$ cat src/rtl/mux_arbiter_4_if.sv
// Request/data/handshake bundle for mux_arbiter_4.
// The lock lines exist only when ARB_LOCK_EN is defined.
interface mux_arbiter_4_if #(
  parameter int unsigned DATA_W = 32
);
  logic [3:0]        req;
  logic [DATA_W-1:0] data1;
  logic [DATA_W-1:0] data2;
  logic [DATA_W-1:0] data3;
  logic [DATA_W-1:0] data4;
`ifdef ARB_LOCK_EN
  logic [3:0]        lock;
`endif
  logic [3:0]        ack;
  logic              out_valid;
  logic              out_ready;
  logic [DATA_W-1:0] out_data;
  logic [1:0]        out_src;

  // Requesters and the downstream consumer.
  modport master (
    output req, data1, data2, data3, data4,
`ifdef ARB_LOCK_EN
    output lock,
`endif
    output out_ready,
    input  ack, out_valid, out_data, out_src
  );

  // The arbiter itself.
  modport slave (
    input  req, data1, data2, data3, data4,
`ifdef ARB_LOCK_EN
    input  lock,
`endif
    input  out_ready,
    output ack, out_valid, out_data, out_src
  );
endinterface

$ cat src/rtl/mux_arbiter_4.sv
// Round-robin arbiter and capture register for the shared 4:1 result mux.
// Define ARB_LOCK_EN to let the last winner hold the grant via its lock line.
module mux_arbiter_4 #(
  parameter int unsigned DATA_W = 32
) (
  input logic           clk,
  input logic           rst,
  mux_arbiter_4_if.slave bus
);

  typedef enum logic [0:0] {StIdle, StBusy} state_e;

  state_e            state_q, state_d;
  logic [1:0]        last_q, last_d;
  logic [1:0]        src_q, src_d;
  logic [3:0]        ack_q, ack_d;
  logic              valid_q, valid_d;
  logic [DATA_W-1:0] data_q, data_d;

  logic [1:0]        win;
  logic [1:0]        idx;
  logic              found;
  logic [DATA_W-1:0] win_data;
  logic              any_req;

  assign any_req = |bus.req;

  // Winner: first set request scanning last+1 .. last+4 (wrapping mod 4).
  always_comb begin
    win   = last_q;
    found = 1'b0;
    idx   = last_q;
    for (int k = 1; k <= 4; k++) begin
      idx = last_q + 2'(k);
      if (!found && bus.req[idx]) begin
        win   = idx;
        found = 1'b1;
      end
    end
`ifdef ARB_LOCK_EN
    if (bus.req[last_q] && bus.lock[last_q]) begin
      win = last_q;
    end
`endif
  end

  always_comb begin
    unique case (win)
      2'd0:    win_data = bus.data1;
      2'd1:    win_data = bus.data2;
      2'd2:    win_data = bus.data3;
      default: win_data = bus.data4;
    endcase
  end

  always_ff @(posedge clk or posedge rst) begin
    if (rst) begin
      state_q <= StIdle;
    end else begin
      state_q <= state_d;
    end
  end

  always_comb begin
    state_d = state_q;
    unique case (state_q)
      StIdle:  if (any_req) state_d = StBusy;
      StBusy:  if (bus.out_ready) state_d = StIdle;
      default: state_d = StIdle;
    endcase
  end

  always_comb begin
    last_d  = last_q;
    src_d   = src_q;
    data_d  = data_q;
    valid_d = valid_q;
    ack_d   = 4'b0000;
    unique case (state_q)
      StIdle: begin
        if (any_req) begin
          last_d     = win;
          src_d      = win;
          data_d     = win_data;
          valid_d    = 1'b1;
          ack_d[win] = 1'b1;
        end
      end
      StBusy: begin
        if (bus.out_ready) valid_d = 1'b0;
      end
      default: valid_d = 1'b0;
    endcase
  end

  always_ff @(posedge clk or posedge rst) begin
    if (rst) begin
      last_q  <= 2'b11;
      src_q   <= 2'b00;
      data_q  <= '0;
      valid_q <= 1'b0;
      ack_q   <= 4'b0000;
    end else begin
      last_q  <= last_d;
      src_q   <= src_d;
      data_q  <= data_d;
      valid_q <= valid_d;
      ack_q   <= ack_d;
    end
  end

  assign bus.ack       = ack_q;
  assign bus.out_valid = valid_q;
  assign bus.out_data  = data_q;
  assign bus.out_src   = src_q;

endmodule

$ cat src/flat_wrapper.sv
// flat-port wrapper written by rule: the top's interface ports become plain ports
module mux_arbiter_4_flat 
#(
  parameter int unsigned DATA_W = 32
)
  (clk, rst, bus_req, bus_data1, bus_data2, bus_data3, bus_data4, bus_out_ready, bus_ack, bus_out_valid, bus_out_data, bus_out_src);
  mux_arbiter_4_if #(.DATA_W(DATA_W)) bus_i ();
  input logic clk;
  input logic rst;
  input wire logic [$bits(bus_i.req)-1:0] bus_req;
  input wire logic [$bits(bus_i.data1)-1:0] bus_data1;
  input wire logic [$bits(bus_i.data2)-1:0] bus_data2;
  input wire logic [$bits(bus_i.data3)-1:0] bus_data3;
  input wire logic [$bits(bus_i.data4)-1:0] bus_data4;
  input wire logic [$bits(bus_i.out_ready)-1:0] bus_out_ready;
  output wire logic [$bits(bus_i.ack)-1:0] bus_ack;
  output wire logic [$bits(bus_i.out_valid)-1:0] bus_out_valid;
  output wire logic [$bits(bus_i.out_data)-1:0] bus_out_data;
  output wire logic [$bits(bus_i.out_src)-1:0] bus_out_src;
  assign bus_i.req = bus_req;
  assign bus_i.data1 = bus_data1;
  assign bus_i.data2 = bus_data2;
  assign bus_i.data3 = bus_data3;
  assign bus_i.data4 = bus_data4;
  assign bus_i.out_ready = bus_out_ready;
  assign bus_ack = bus_i.ack;
  assign bus_out_valid = bus_i.out_valid;
  assign bus_out_data = bus_i.out_data;
  assign bus_out_src = bus_i.out_src;
  mux_arbiter_4 #(.DATA_W(DATA_W)) u_core (.clk(clk), .rst(rst), .bus(bus_i));
endmodule
$ cat config.mk
export PLATFORM = sky130hd
export DESIGN_NAME = mux_arbiter_4_flat
export DESIGN_NICKNAME = d
export VERILOG_FILES = /design/src/rtl/mux_arbiter_4_if.sv /design/src/rtl/mux_arbiter_4.sv /design/src/flat_wrapper.sv
export SDC_FILE = /design/constraint.sdc
export NUM_CORES = 1
export LEC_CHECK = 0
export BUFFER_PORTS_ARGS = -buffer_cell sky130_fd_sc_hd__buf_2
export CAP_MARGIN = 20
export CORE_MARGIN = 5
export CORE_UTILIZATION = 32
export DETAILED_ROUTE_END_ITERATION = 10
export GPL_TIMING_DRIVEN = 0
export PLACE_DENSITY = 0.75
export SLEW_MARGIN = 20
export SYNTH_ARGS = -nofsm -noshare
export SYNTH_HDL_FRONTEND = slang
export SYNTH_SLANG_ARGS = --single-unit
$ cat constraint.sdc
create_clock -name clk -period 4.1 [get_ports clk]
set_input_delay 0.41 -clock clk [delete_from_list [all_inputs] [get_ports clk]]
set_output_delay 0.41 -clock clk [all_outputs]
set_load 0.05 [all_outputs]
---- After elaboration in Yosys (flattened, before gate mapping) ----
Cells that the tools add are included.
word-level totals
  bits in registers ....................... 42
  bits of input ports ..................... 135
  output and inout bits ................... 39
  word-level logic and storage cells ...... 57
cells by class
  add/subtract/negate cells ............... 3
  $lt $le $gt $ge ......................... 6
  equal/unequal tests ..................... 4
  mux-type cells .......................... 26
  bitwise gates (word level) .............. 1
  reduce and logical (&&, ||, !) cells .... 11
operators with widths
  operator                                                           count
  case mux 32 bit (3 select lines)                                   1
  < comparator 2 x 3 -> 1 bit, second input constant                 5
  2-to-1 mux 1 bit                                                   12
  binary-select mux 1 bit (select 2 bit)                             4
  2-to-1 mux 2 bit                                                   4
  2-to-1 mux 4 bit                                                   2
  adder 2 bit, second input constant                                 2
  logical AND 1 bit                                                  4
  case mux 1 bit (2 select lines)                                    2
  AND reduction 2 bit                                                2
  OR reduction 4 bit                                                 1
  logical NOT 1 bit                                                  3
  adder 2 x 1 -> 2 bit, second input constant                        1
  demux 1 bit (select 2 bit)                                         1
  equality test 2 x 1 -> 1 bit, second input constant                1
  equality test 2 bit, second input constant                         1
  greater-or-equal comparator 2 x 1 -> 1 bit, second input constant  1
  logical NOT 2 bit                                                  1
  inequality test 2 x 1 -> 1 bit, second input constant              1
  inequality test 2 bit, second input constant                       1
  NOT 1 bit                                                          1

---- Depth between registers and ports, before layout ----
Gate-level depths: netlist (run 1).
  depth in word-level cells ............... 19
  depth in mapped cells ................... 7
  mapped depth without buffers ............ 5

---- Least setup slack after synthesis (run 1) ----
Ideal clock, no wire load.
  kind .................................... register -> register
  from .................................... reg u_core.last_q[1]
  to ...................................... reg u_core.data_q[28], in the netlist u_core.bus.out_data[28]
  arrival time ............................ 1,564 ps
  data required time ...................... 3,958 ps
  path slack .............................. 2,394 ps
  stages on the path, launching flop included .. 7
  buffers on the path ..................... 2
  period minus slack after synthesis ...... 1,706 ps
  cell sequence ........................... dfstp_2 > mux2i_1 > o221ai_2 > buf_6 > buf_6 > mux2i_1 > o221ai_1
on the way
  cells in the longest elaborated chain, start to end .. 15
ends and longest elaborated chain
  what                                         RTL line              text
  start, declared                              mux_arbiter_4.sv:14   logic [1:0] last_q, last_d;
  start signal, assigned                       mux_arbiter_4.sv:104  last_q <= last_d;
  adder 2 x 1 -> 2 bit                         mux_arbiter_4.sv:34   idx = last_q + 2'(k);
  binary-select mux 1 bit (select 2 bit)       mux_arbiter_4.sv:35   if (!found && bus.req[idx]) begin
  2-to-1 mux 1 bit (implied by the code)       mux_arbiter_4.sv:35
  2-to-1 mux 1 bit                             mux_arbiter_4.sv:35
  logical NOT 1 bit                            mux_arbiter_4.sv:35
  logical AND 1 bit                            mux_arbiter_4.sv:35
  2-to-1 mux 1 bit                             mux_arbiter_4.sv:35
  logical NOT 1 bit                            mux_arbiter_4.sv:35
  logical AND 1 bit                            mux_arbiter_4.sv:35
  2-to-1 mux 1 bit                             mux_arbiter_4.sv:35
  logical NOT 1 bit                            mux_arbiter_4.sv:35
  logical AND 1 bit                            mux_arbiter_4.sv:35
  2-to-1 mux 2 bit (*)                         mux_arbiter_4.sv:35
  equality test 2 bit (tied with other cells)  mux_arbiter_4.sv:48   unique case (win)
  case mux 32 bit (3 select lines) (*)         mux_arbiter_4.sv:48
  end signal, assigned                         mux_arbiter_4.sv:106  data_q <= data_d;
  end, declared                                mux_arbiter_4.sv:18   logic [DATA_W-1:0] data_q, data_d;
Mark *: on every way between the ends. The rest lies on a longest branch, timed or not. The select of a mux whose other input is x is not followed.
A chain may end at the register's enable or synchronous reset.

---- Worst setup path after layout (run 1) ----
  from .................................... reg u_core.last_q[1]
  to ...................................... reg u_core.data_q[2], in the netlist u_core.bus.out_data[2]
The elaborated chain is that of the path after synthesis.

==> summary.md, run 1 <==
| Metric | Value |
|---|---|
| Yosys reg bits | 42 |
| Max Cap Viol | 0 |
| Crit-path slowest cell | dfstp_2 |
| Sequential area share after synthesis | 44.5% |
| Leak | 1.92 nW |
| Hold buffers post-CTS | 0 |
| RD Place Congestion | 0.784 |
| Drt pass-1 iters | 4 |
| Ratio of cells with drive above 1 in the final layout | 48.5% |
| Setup_tns | 0 ps |
| Post-Route Skew | 9.02 ps |
| NetSw | 1.15 mW |
| CORE AREA | 7210 µm² |
| Die H | 96.0 µm |
| Critical Path Source Type | register |
| Iter 0 DRT Violations | 39 |
| Internal Pwr Total | ~1.1 mW |
| Syn nets | 355 |
| Critical path, cell by cell | a21oi_1 -> a31oi_1 -> a21oi_1 -> nand2_1 -> clkbuf_1 -> o221ai_1 |
| Overall Power | between 2 and 2.5 mW |
| Starting Density | 32.8% |
| Slew Limit Fails | 0 |
| Die area | between 9000 and 10000 µm² |
| Post-CTS sizing | 0 |
| Clock buffer depth | 2 |
| Final nets | approximately 540 |
| Synthesis-to-finish area growth | 46.8% |
| Drt wl/cell | 15.6 µm |
| Number of vias per cell | 4.90 |
| Total wire length | about 7.8 mm |
| DP Wirelength | between 6 and 7 mm |
| Root Buffer | clkbuf_8 |
| Final Hold Vio Count | 0 |
| RSZ-0062 raised after global routing | false |
| CTS Sinks | 42 |
| Unique masters post-synth | 23 |
| Initial antenna violation count | 0 |
| Via count | 2456 |
| Crit-path max FO | 10 |
| Switching share of power | 50.7% |
| Syn Area/Cell | 10.8 µm² |
| WP data arrival | 2200 ps |
| Worst skew pair latency | between 200 and 300 ps |
| Clock-pin slew on the worst setup and hold paths | 80 ps |
| Combinational share of power | about three fifths |
| Final period util | between 50 and 60% |
| Rel. slew slack | 64.3% |
| Minimum clock period | 2060 ps |
| Final setup vio count | 0 |
| Postcts setup bufs | 0 |
| Largest net degree at the start of global routing | 25 |
| Highest Clock Rate | 486 MHz |
| First-pass GRT wire length | approximately 12 mm |
| PwrDens | about 650 nW/µm² |
| Htree depth | 2 |
| Clock power share | 12.3% |
| Worst-Margin Slew | about 530 ps |
| Crit path largest cell delay | 580 ps |
| Synth Cell Area | 2370 µm² |
| IO Port Bufs | 173 |
| Placed Instances | 493 |
| Synth Warn # | 0 |
| CP endpoint kind | register |
| Vias in the first global route | 2627 |
| CTS Buf Count | 5 |
| CTS tree | built |
| Routed Antenna Nets | 0 |
| Number of diodes | 0 |
| Row count | 31 |
| Post-route insts no fill | 501 |
| Syn Inst Count | 220 |
| # IOs | 174 |
| Most frequent cells in the layout | buf_2, mux2i_1, dfrtp_1 |
| Total gr overflow | 0 |
| Peak supply drop | 0.328 mV |
| Sequential share of power | 29.0% |
| Req. time, crit path | 4250 ps |
| Status | finished clean |
| Critical path type | reg2reg |
| Most frequent CP cell | a21oi_1 |
| Chip width | 96.0 µm |
| Drc violations | 0 |
| Type of the worst min-delay path | in2async |
| GRT Total Usage | 16.8% |
| Most common cell after layout, fill and taps aside | buf_2 |
==> Yosys cell counts <==
cell type	n	area share (%)
a21o_1	1	0.32
a21oi_1	4	0.85
a22oi_1	1	0.32
a31oi_1	1	0.26
and3_1	2	0.53
buf_1	1	0.16
buf_2	3	0.63
buf_4	4	1.3
buf_6	2	0.95
clkbuf_1	7	1.1
dfrtp_1	40	42
dfstp_2	2	2.2
inv_1	4	0.63
mux2i_1	66	28
nand2_1	37	5.9
nand3_1	1	0.21
nor2_1	7	1.1
nor3_1	1	0.21
nor4_1	1	0.26
o21ai_0	1	0.21
o221ai_1	32	12
o221ai_2	1	0.63
or2_2	1	0.26
==> sequential cells by signal (all words and copies together), names as in the netlist <==
| signal | cells |
|---|---|
| u_core.bus.out_valid | 1 |
| u_core.state_q | 1 |
| u_core.bus.out_src | 2 |
| u_core.bus.ack | 4 |
| u_core.bus.out_data | 32 |
| u_core.last_q | 2 |
==> final cells by class <==
type,instances,area [µm²]
Clock buffer,7,86.3
Fill cell,718,3740
Buffer,17,97.6
Multi-Input combinational cell,157,1200
Sequential cell,42,1050
Timing Repair Buffer,174,893
Tap cell,99,124
Inverter,4,15.0
Clock inverter,1,5.00
==> cell families (layout without fill, tap and decap cells) <==
kind of cell,count (synthesis),in the layout,synth area share [%]
and+or+nand+nor,50,50,8.45
DFF,42,42,44.5
AOI/OAI and AO/OA,41,41,14.4
buffers and inverters,21,203,4.75
muxes,66,66,27.9
==> power by group through the flow <==
stage	clock (mW)	combinational [mW]	sequential [mW]
2_1_floorplan	0	0.469	1.19
3_3_place_gp	0	1.33	0.657
3_5_place_dp	0	1.35	0.661
4_1_cts	0.290	1.35	0.658
5_1_grt	0.303	1.42	0.678
6_report	0.279	1.33	0.659
==> worst paths after layout <==
| kind | start | endpoint | slack [ps] | cells past startpoint |
|---|---|---|---|---|
| worst max-delay path | u_core.last_q[1] | u_core.bus.out_data[2] | 2040 | 6 |
| worst min-delay path | rst | u_core.bus.out_data[5] | 120 | 2 |
| worst max register to register | u_core.last_q[1] | u_core.bus.out_data[2] | 2040 | 6 |
| worst min register to register | u_core.bus.out_data[14] | u_core.bus.out_data[14] | 490 | 2 |
| max in group asynchronous | rst | u_core.last_q[1] | 3430 | 3 |
| min in group clk | bus_out_ready | u_core.bus.out_valid | 300 | 2 |
==> per-stage QoR <==
stage                     setup WS [ps]  hold slack (ps)  utilization (%)  instance area (µm²)
after floorplan                    2390              475                -                 2370
after global placement             1850              465             46.5                 3360
after detailed placement           1740              448             46.9                 3390
after CTS                          2020              122             48.2                 3480
after global routing               1780              149             48.2                 3480
final                              2040              117             48.2                 3480
==> critical path: cells and delay by family (launching register included) <==
| kind | cells | cell delay (ps) |
|---|---|---|
| AOI/OAI and AO/OA | 4 | 570 |
| buffers and inverters | 1 | 470 |
| DFF | 1 | 580 |
| and+or+nand+nor | 1 | 290 |
==> per-layer routing <==
metal	wire length, µm	GRT usage [%]	vias to the layer above
met5	0	0	-
met4	60	4.27	0
met3	836	5.00	8
met2	3870	29.3	130
met1	3040	20.3	1130
li1	-	-	1188
Power figures use the tool's default switching activity.
==> run 2, diff against run 1 <==
--- a/config.mk
+++ b/config.mk
@@ -11,7 +11,7 @@
 export CORE_UTILIZATION = 32
 export DETAILED_ROUTE_END_ITERATION = 10
 export GPL_TIMING_DRIVEN = 0
-export PLACE_DENSITY = 0.75
+export PLACE_DENSITY = 0.77
 export SLEW_MARGIN = 20
 export SYNTH_ARGS = -nofsm -noshare
 export SYNTH_HDL_FRONTEND = slang
==> constraint.sdc (replaced) <==
create_clock -name clk -period 1.8 [get_ports clk]
set_input_delay 0.18 -clock clk [delete_from_list [all_inputs] [get_ports clk]]
set_output_delay 0.18 -clock clk [all_outputs]
set_load 0.05 [all_outputs]
==> run 2 against run 1 <==
Net effect:
- the run now ends with setup timing left
- worst hold slack worse by 50 ps
- highest routed layer is now met5
- clock-buffer cell count fell by 1
- sequential power grew 130%
- sequential share of layout area is 2.6 points lower
- non-clock buffer count up 11
- design area grew 9.6%
- largest cell class unchanged
- via count increased by 2.0%
- core utilization rose by 4.6 points
- cell count grew 2.2%
==> summary.md, run 2 (synthesized netlist as in run 1, its figures left out) <==
| Metric | Value |
|---|---|
| Max Cap Viol | 0 |
| Clock power share | between 10% and 20% |
| Chip width | 96.0 µm |
| Post-Route Skew | 7.13 ps |
| CP endpoint kind | register |
| Die area | between 9000 and 10000 µm² |
| Most frequent cells in the layout | buf_2, mux2i_1, dfrtp_1 |
| Crit path largest cell delay | just under 600 ps |
| Total gr overflow | 0 |
| Final nets | 547 |
| CP Launch Point | u_core.last_q[1] |
| Drt wl/cell | between 15 and 20 µm |
| Sequential share of power | 26.5% |
| Number of diodes | 0 |
| Vias in the first global route | 2569 |
| CTS tree | built |
| Clock-pin slew on the worst setup and hold paths | 80 ps |
| Ratio of cells with drive above 1 in the final layout | 54.2% |
| Combinational share of power | 63.0% |
| Drc violations | 0 |
| Minimum clock period | 1840 ps |
| Type of the worst min-delay path | in2reg |
| CTS Sinks | 42 |
| WP data arrival | 2000 ps |
| Delay-heaviest family, CP | flip-flops |
| GRT Total Usage | roughly 18% |
| Row count | 31 |
| Iter 0 DRT Violations | 51 |
| Switching share of power | 49.0% |
| RD Place Congestion | between 0.8 and 0.9 |
| Number of vias per cell | roughly 4.9 |
| Hold Path Origin | bus_out_ready |
| Via count | 2504 |
| M3 GR Usage | 4.85% |
| IO Port Bufs | 173 |
| Final period util | 102% |
| Worst skew pair latency | just under 300 ps |
| Final core occ | a little over half |
| Overall Power | 5.68 mW |
| Crit-path slowest cell | dfstp_2 |
| Worst reg2reg path startpoint | u_core.last_q[1] |
| DP Wirelength | 6.55 mm |
| Storage cell area | 1050 µm² |
| Highest Clock Rate | approximately 540 MHz |
| Slew Limit Fails | 0 |
| Total wire length | 8.51 mm |
| Final worst slack | -39.2 ps |
| Htree depth | 2 |
| Drt pass-1 iters | 4 |
| Synthesis-to-finish area growth | 60.9% |
| Largest register FFs | 32 |
| Worst path bufs/invs | 3 |
| Die H | 96.0 µm |
| Clock buffer depth | 2 |
| Initial antenna violation count | 1 |
| GR peak layer | met2 |
| Final setup vio count | 10 |
| Leak | 2.04 nW |
| Layout filler cell count | 674 |
| Peak supply drop | between 0.8 and 0.9 mV |
| Worst slack, placed | -256 ps |
| GR Layer Usage met2 | around 32% |
| NetSw | 2.79 mW |
| Worst-Margin Slew | 522 ps |
| Final Hold Vio Count | 0 |
| PwrDens | 1490 nW/µm² |
| Req. time, crit path | between 1500 and 2000 ps |
| Internal Pwr Total | ~2.9 mW |
| Status | finished with violations |
| Routed Antenna Nets | 0 |
| Failing checks | setup timing |
| First-pass GRT wire length | 12.4 mm |
| Starting Density | 32.8% |
| Crit-path max FO | 5 |
| Critical path type | reg2reg |
| Root Buffer | clkbuf_8 |
| Global Route met1 Usage | 19.8% |
| Rel. slew slack | around 65% |
| Critical path, cell by cell | inv_2 -> a22oi_2 -> o221ai_4 -> buf_8 -> buf_12 -> mux2i_2 -> o221ai_1 |
| CORE AREA | 7210 µm² |
| CTS Buf Count | 5 |
| # IOs | 174 |
| Most common cell after layout, fill and taps aside | buf_2 |
| Multi-input gate area | 1280 µm² |
| Largest net degree at the start of global routing | 23 |
| RSZ-0062 raised after global routing | true |
| Critical Path Source Type | register |
-- run 2: per-layer routing --
metal / wire (µm) / part of all wire (%)
met1: 3140 / 37
met2: 4410 / 52
met3: 824 / 9.7
met4: 113 / 1.3
met5: 13 / 0.15
-- run 2: power groups by stage --
stage	logic (mW)	clock network, mW	registers (mW)
6_report	3.58	0.598	1.51
5_1_grt	3.79	0.655	1.55
4_1_cts	3.46	0.612	1.50
3_5_place_dp	3.09	0	1.51
3_3_place_gp	3.03	0	1.50
2_1_floorplan	1.07	0	2.71
-- run 2: layout make-up --
class                           count  share of cell area, %
Buffer                             17                   4.70
Sequential cell                    42                   27.7
Multi-Input combinational cell    157                   33.5
Clock buffer                        6                   1.90
Timing Repair Buffer              185                   28.3
Inverter                            4                  0.394
Clock inverter                      2                  0.263
Tap cell                           99                   3.25
-- run 2: worst register-to-register path: cells and delay by family, from the launching register on --
family	cells	cell delay [ps]
compound gates	3	540
buf+inv	3	390
flops	1	590
mux	1	200
-- run 2: worst paths after layout --
kind / to / depth (start not counted) / slack (ps)
worst max-delay path: u_core.bus.out_data[19] / 7 / -40
worst min-delay path: u_core.bus.out_valid / 2 / 70
worst max register to register: u_core.bus.out_data[19] / 7 / -40
worst min register to register: u_core.bus.out_src[1] / 2 / 480
max in group asynchronous: u_core.last_q[0] / 4 / 770
min in group asynchronous: u_core.bus.out_data[3] / 3 / 470
-- run 2: what timing repair did --
action / 4_1_cts / 5_1_grt
resized for setup: 34 / 12
hold endpoints to repair: 21 / 0
gates cloned: 2 / 2
pin swaps: 18 / 4
buffers inserted: 5 / 1
setup endpoints to repair: 32 / 32
hold buffers: 1 / 0
-- run 2: stage by stage --
stage	setup TNS [ps]	instances	cell area, µm²	hold WS [ps]
6_report	-125	512	3810	67.3
5_1_grt	-3020	512	3810	67.4
4_1_cts	-202	509	3700	59.2
3_5_place_dp	-6440	493	3390	245
3_3_place_gp	-5790	492	3360	369
2_1_floorplan	0	220	2370	269
==> run 3, diff against run 2 <==
--- a/config.mk
+++ b/config.mk
@@ -8,10 +8,11 @@
 export BUFFER_PORTS_ARGS = -buffer_cell sky130_fd_sc_hd__buf_2
 export CAP_MARGIN = 20
 export CORE_MARGIN = 5
-export CORE_UTILIZATION = 32
+export CORE_UTILIZATION = 38
+export CTS_BUF_LIST = sky130_fd_sc_hd__clkbuf_4 sky130_fd_sc_hd__clkbuf_8
 export DETAILED_ROUTE_END_ITERATION = 10
 export GPL_TIMING_DRIVEN = 0
-export PLACE_DENSITY = 0.77
+export PLACE_DENSITY = 0.82
 export SLEW_MARGIN = 20
 export SYNTH_ARGS = -nofsm -noshare
 export SYNTH_HDL_FRONTEND = slang
==> run 3 against run 2 <==
Net effect:
- largest cell class unchanged
- routed wire length fell by 5.5%
- global-route usage up 2.2 points
- design area fell by 4.6%
- the run still ends with setup timing left
==> summary.md, run 3 (synthesized netlist as in run 1, its figures left out) <==
| Metric | Value |
|---|---|
| Final worst slack | -34.1 ps |
| Synthesis-to-finish area growth | 53.4% |
| Vias in the first global route | 2671 |
| Htree depth | 2 |
| Ratio of cells with drive above 1 in the final layout | 52.8% |
| Number of diodes | 0 |
| PwrDens | between 1000 and 1500 nW/µm² |
| Crit-path max FO | 7 |
| Crit-path slowest cell | dfstp_2 |
| Switching share of power | 49.7% |
| Clock power share | 11.6% |
| Peak supply drop | 0.832 mV |
| Drt pass-1 iters | 4 |
| Status | finished with violations |
| Area after DPL | 3360 µm² |
| Minimum clock period | 1830 ps |
| Sequential share of power | ~28% |
| Type of the worst min-delay path | in2reg |
| Slew Limit Fails | 0 |
| CTS Sinks | 42 |
| RD Place Congestion | approximately 0.76 |
| Root Buffer | clkbuf_8 |
| Largest net degree at the start of global routing | 24 |
| Die area | 7910 µm² |
| Global Route met1 Usage | 23.0% |
| Clock-pin slew on the worst setup and hold paths | ~80 ps |
| Most frequent CP cell | mux2i_1 |
| Drc violations | 0 |
| CP endpoint kind | register |
| Leak | ~2.0 nW |
| M3 GR Usage | 4.06% |
| Post-Route Skew | 12.7 ps |
| Row count | 28 |
| CTS Buf Count | 5 |
| CTS tree | built |
| GR peak layer | met2 |
| Combinational share of power | 60.6% |
| DP Wirelength | 6.32 mm |
| Routed Antenna Nets | 0 |
| Final period util | 102% |
| Critical Path Source Type | register |
| Overall Power | 5.45 mW |
| Clock buffer depth | 2 |
| Most frequent cells in the layout | buf_2, mux2i_1, dfrtp_1 |
| Drt wl/cell | ~17 µm |
| Total wire length | 8.04 mm |
| Failing checks | setup timing |
| Total gr overflow | 0 |
| Via count | 2504 |
| Instance count on the critical path | 7 |
| Initial antenna violation count | 0 |
| WHS Path Cells | 2 |
| IO Port Bufs | 173 |
| Final nets | approximately 540 |
| GR Layer Usage met2 | 36.4% |
| CORE AREA | 5990 µm² |
| Largest register FFs | 32 |
| Most common cell after layout, fill and taps aside | buf_2 |
| Starting Density | 39.5% |
| Worst path bufs/invs | 3 |
| Chip width | 89.0 µm |
| Final Hold Vio Count | 0 |
| Highest Clock Rate | roughly 550 MHz |
| Rel. slew slack | 67.0% |
| GRT Total Usage | 19.8% |
| RSZ-0062 raised after global routing | true |
| Layout filler cell count | around 530 |
| WP data arrival | approximately 2000 ps |
| Critical path, cell by cell | mux2i_1 -> o221ai_2 -> buf_6 -> buf_12 -> clkbuf_16 -> mux2i_1 -> o221ai_1 |
| Worst-Margin Slew | 493 ps |
| Crit path largest cell delay | 600 ps |
| Die H | 89.0 µm |
| Req. time, crit path | 1960 ps |
| Max Cap Viol | 0 |
| NetSw | 2.71 mW |
| Critical path type | reg2reg |
| First-pass GRT wire length | 12.2 mm |
| Setup_tns | -124 ps |
| Worst skew pair latency | ~300 ps |
| Delay-heaviest family, CP | flip-flops |
| Internal Pwr Total | 2.74 mW |
| Worst slack, placed | -272 ps |
| Final setup vio count | 9 |
| Number of vias per cell | 5.17 |
| Layout Cell Area excl Fill | 3630 µm² |
| Worst-case reg-to-reg path depth | 7 |
| # IOs | 174 |
| Iter 0 DRT Violations | 68 |
[run 3: changes by cell type in the layout (fill, tap and decap cells not counted), moves of 2 or more]
cell      before  now
buf_12         6    2
buf_16         3    1
buf_2        174  176
buf_4          7    9
clkbuf_4       3    1
mux2i_1       60   63
mux2i_2        5    1
[run 3: power by group through the flow]
stage                     logic [mW]  registers [mW]  clock network, mW
after floorplan                 1.07            2.71                  0
after global placement          3.02            1.51                  0
after detailed placement        3.08            1.52                  0
after CTS                       3.17            1.51              0.656
after global routing            3.51            1.55              0.692
final                           3.30            1.51              0.633
[run 3: timing repair]
item / in CTS / in global routing
gates cloned: 0 / 2
hold endpoints to repair: 17 / 0
pin swaps: 8 / 3
hold buffers: 1 / 0
gates resized for setup: 17 / 12
setup buffers: 2 / 2
endpoints found under the setup margin: 33 / 32
[run 3: worst paths after layout]
kind	startpoint	end	slack (ps)
worst max-delay path	u_core.last_q[1]	u_core.bus.out_data[31]	-30
worst min-delay path	bus_out_ready	u_core.bus.out_valid	90
worst max register to register	u_core.last_q[1]	u_core.bus.out_data[31]	-30
worst min register to register	u_core.bus.out_data[20]	u_core.bus.out_data[20]	490
max in group asynchronous	rst	u_core.bus.out_data[18]	870
min in group asynchronous	rst	u_core.bus.out_data[30]	450
[run 3: per-stage QoR]
stage               utilization, %  std cells  hold slack, ps
floorplan                        -        220             269
global placement              55.6        468             372
detailed placement            56.0        469             228
CTS                           58.8        480            80.0
global route                  60.7        484            92.4
finish                        60.7        484            94.5
[run 3: layer usage]
| metal | part of all wire, % | wire length (µm) |
|---|---|---|
| met3 | 9.7 | 781 |
| met5 | 0 | 0 |
| met1 | 36 | 2930 |
| met2 | 53 | 4230 |
| met4 | 1.2 | 99 |
[run 3: final cells by class]
class | count | area (µm²) | area share, %
Tap cell | 75 | 93.8 | 2.58
Clock inverter | 2 | 12.5 | 0.344
Inverter | 4 | 15.0 | 0.413
Buffer | 17 | 135 | 3.72
Multi-Input combinational cell | 157 | 1250 | 34.5
Sequential cell | 42 | 1050 | 29.0
Timing Repair Buffer | 181 | 987 | 27.2
Clock buffer | 6 | 82.6 | 2.27
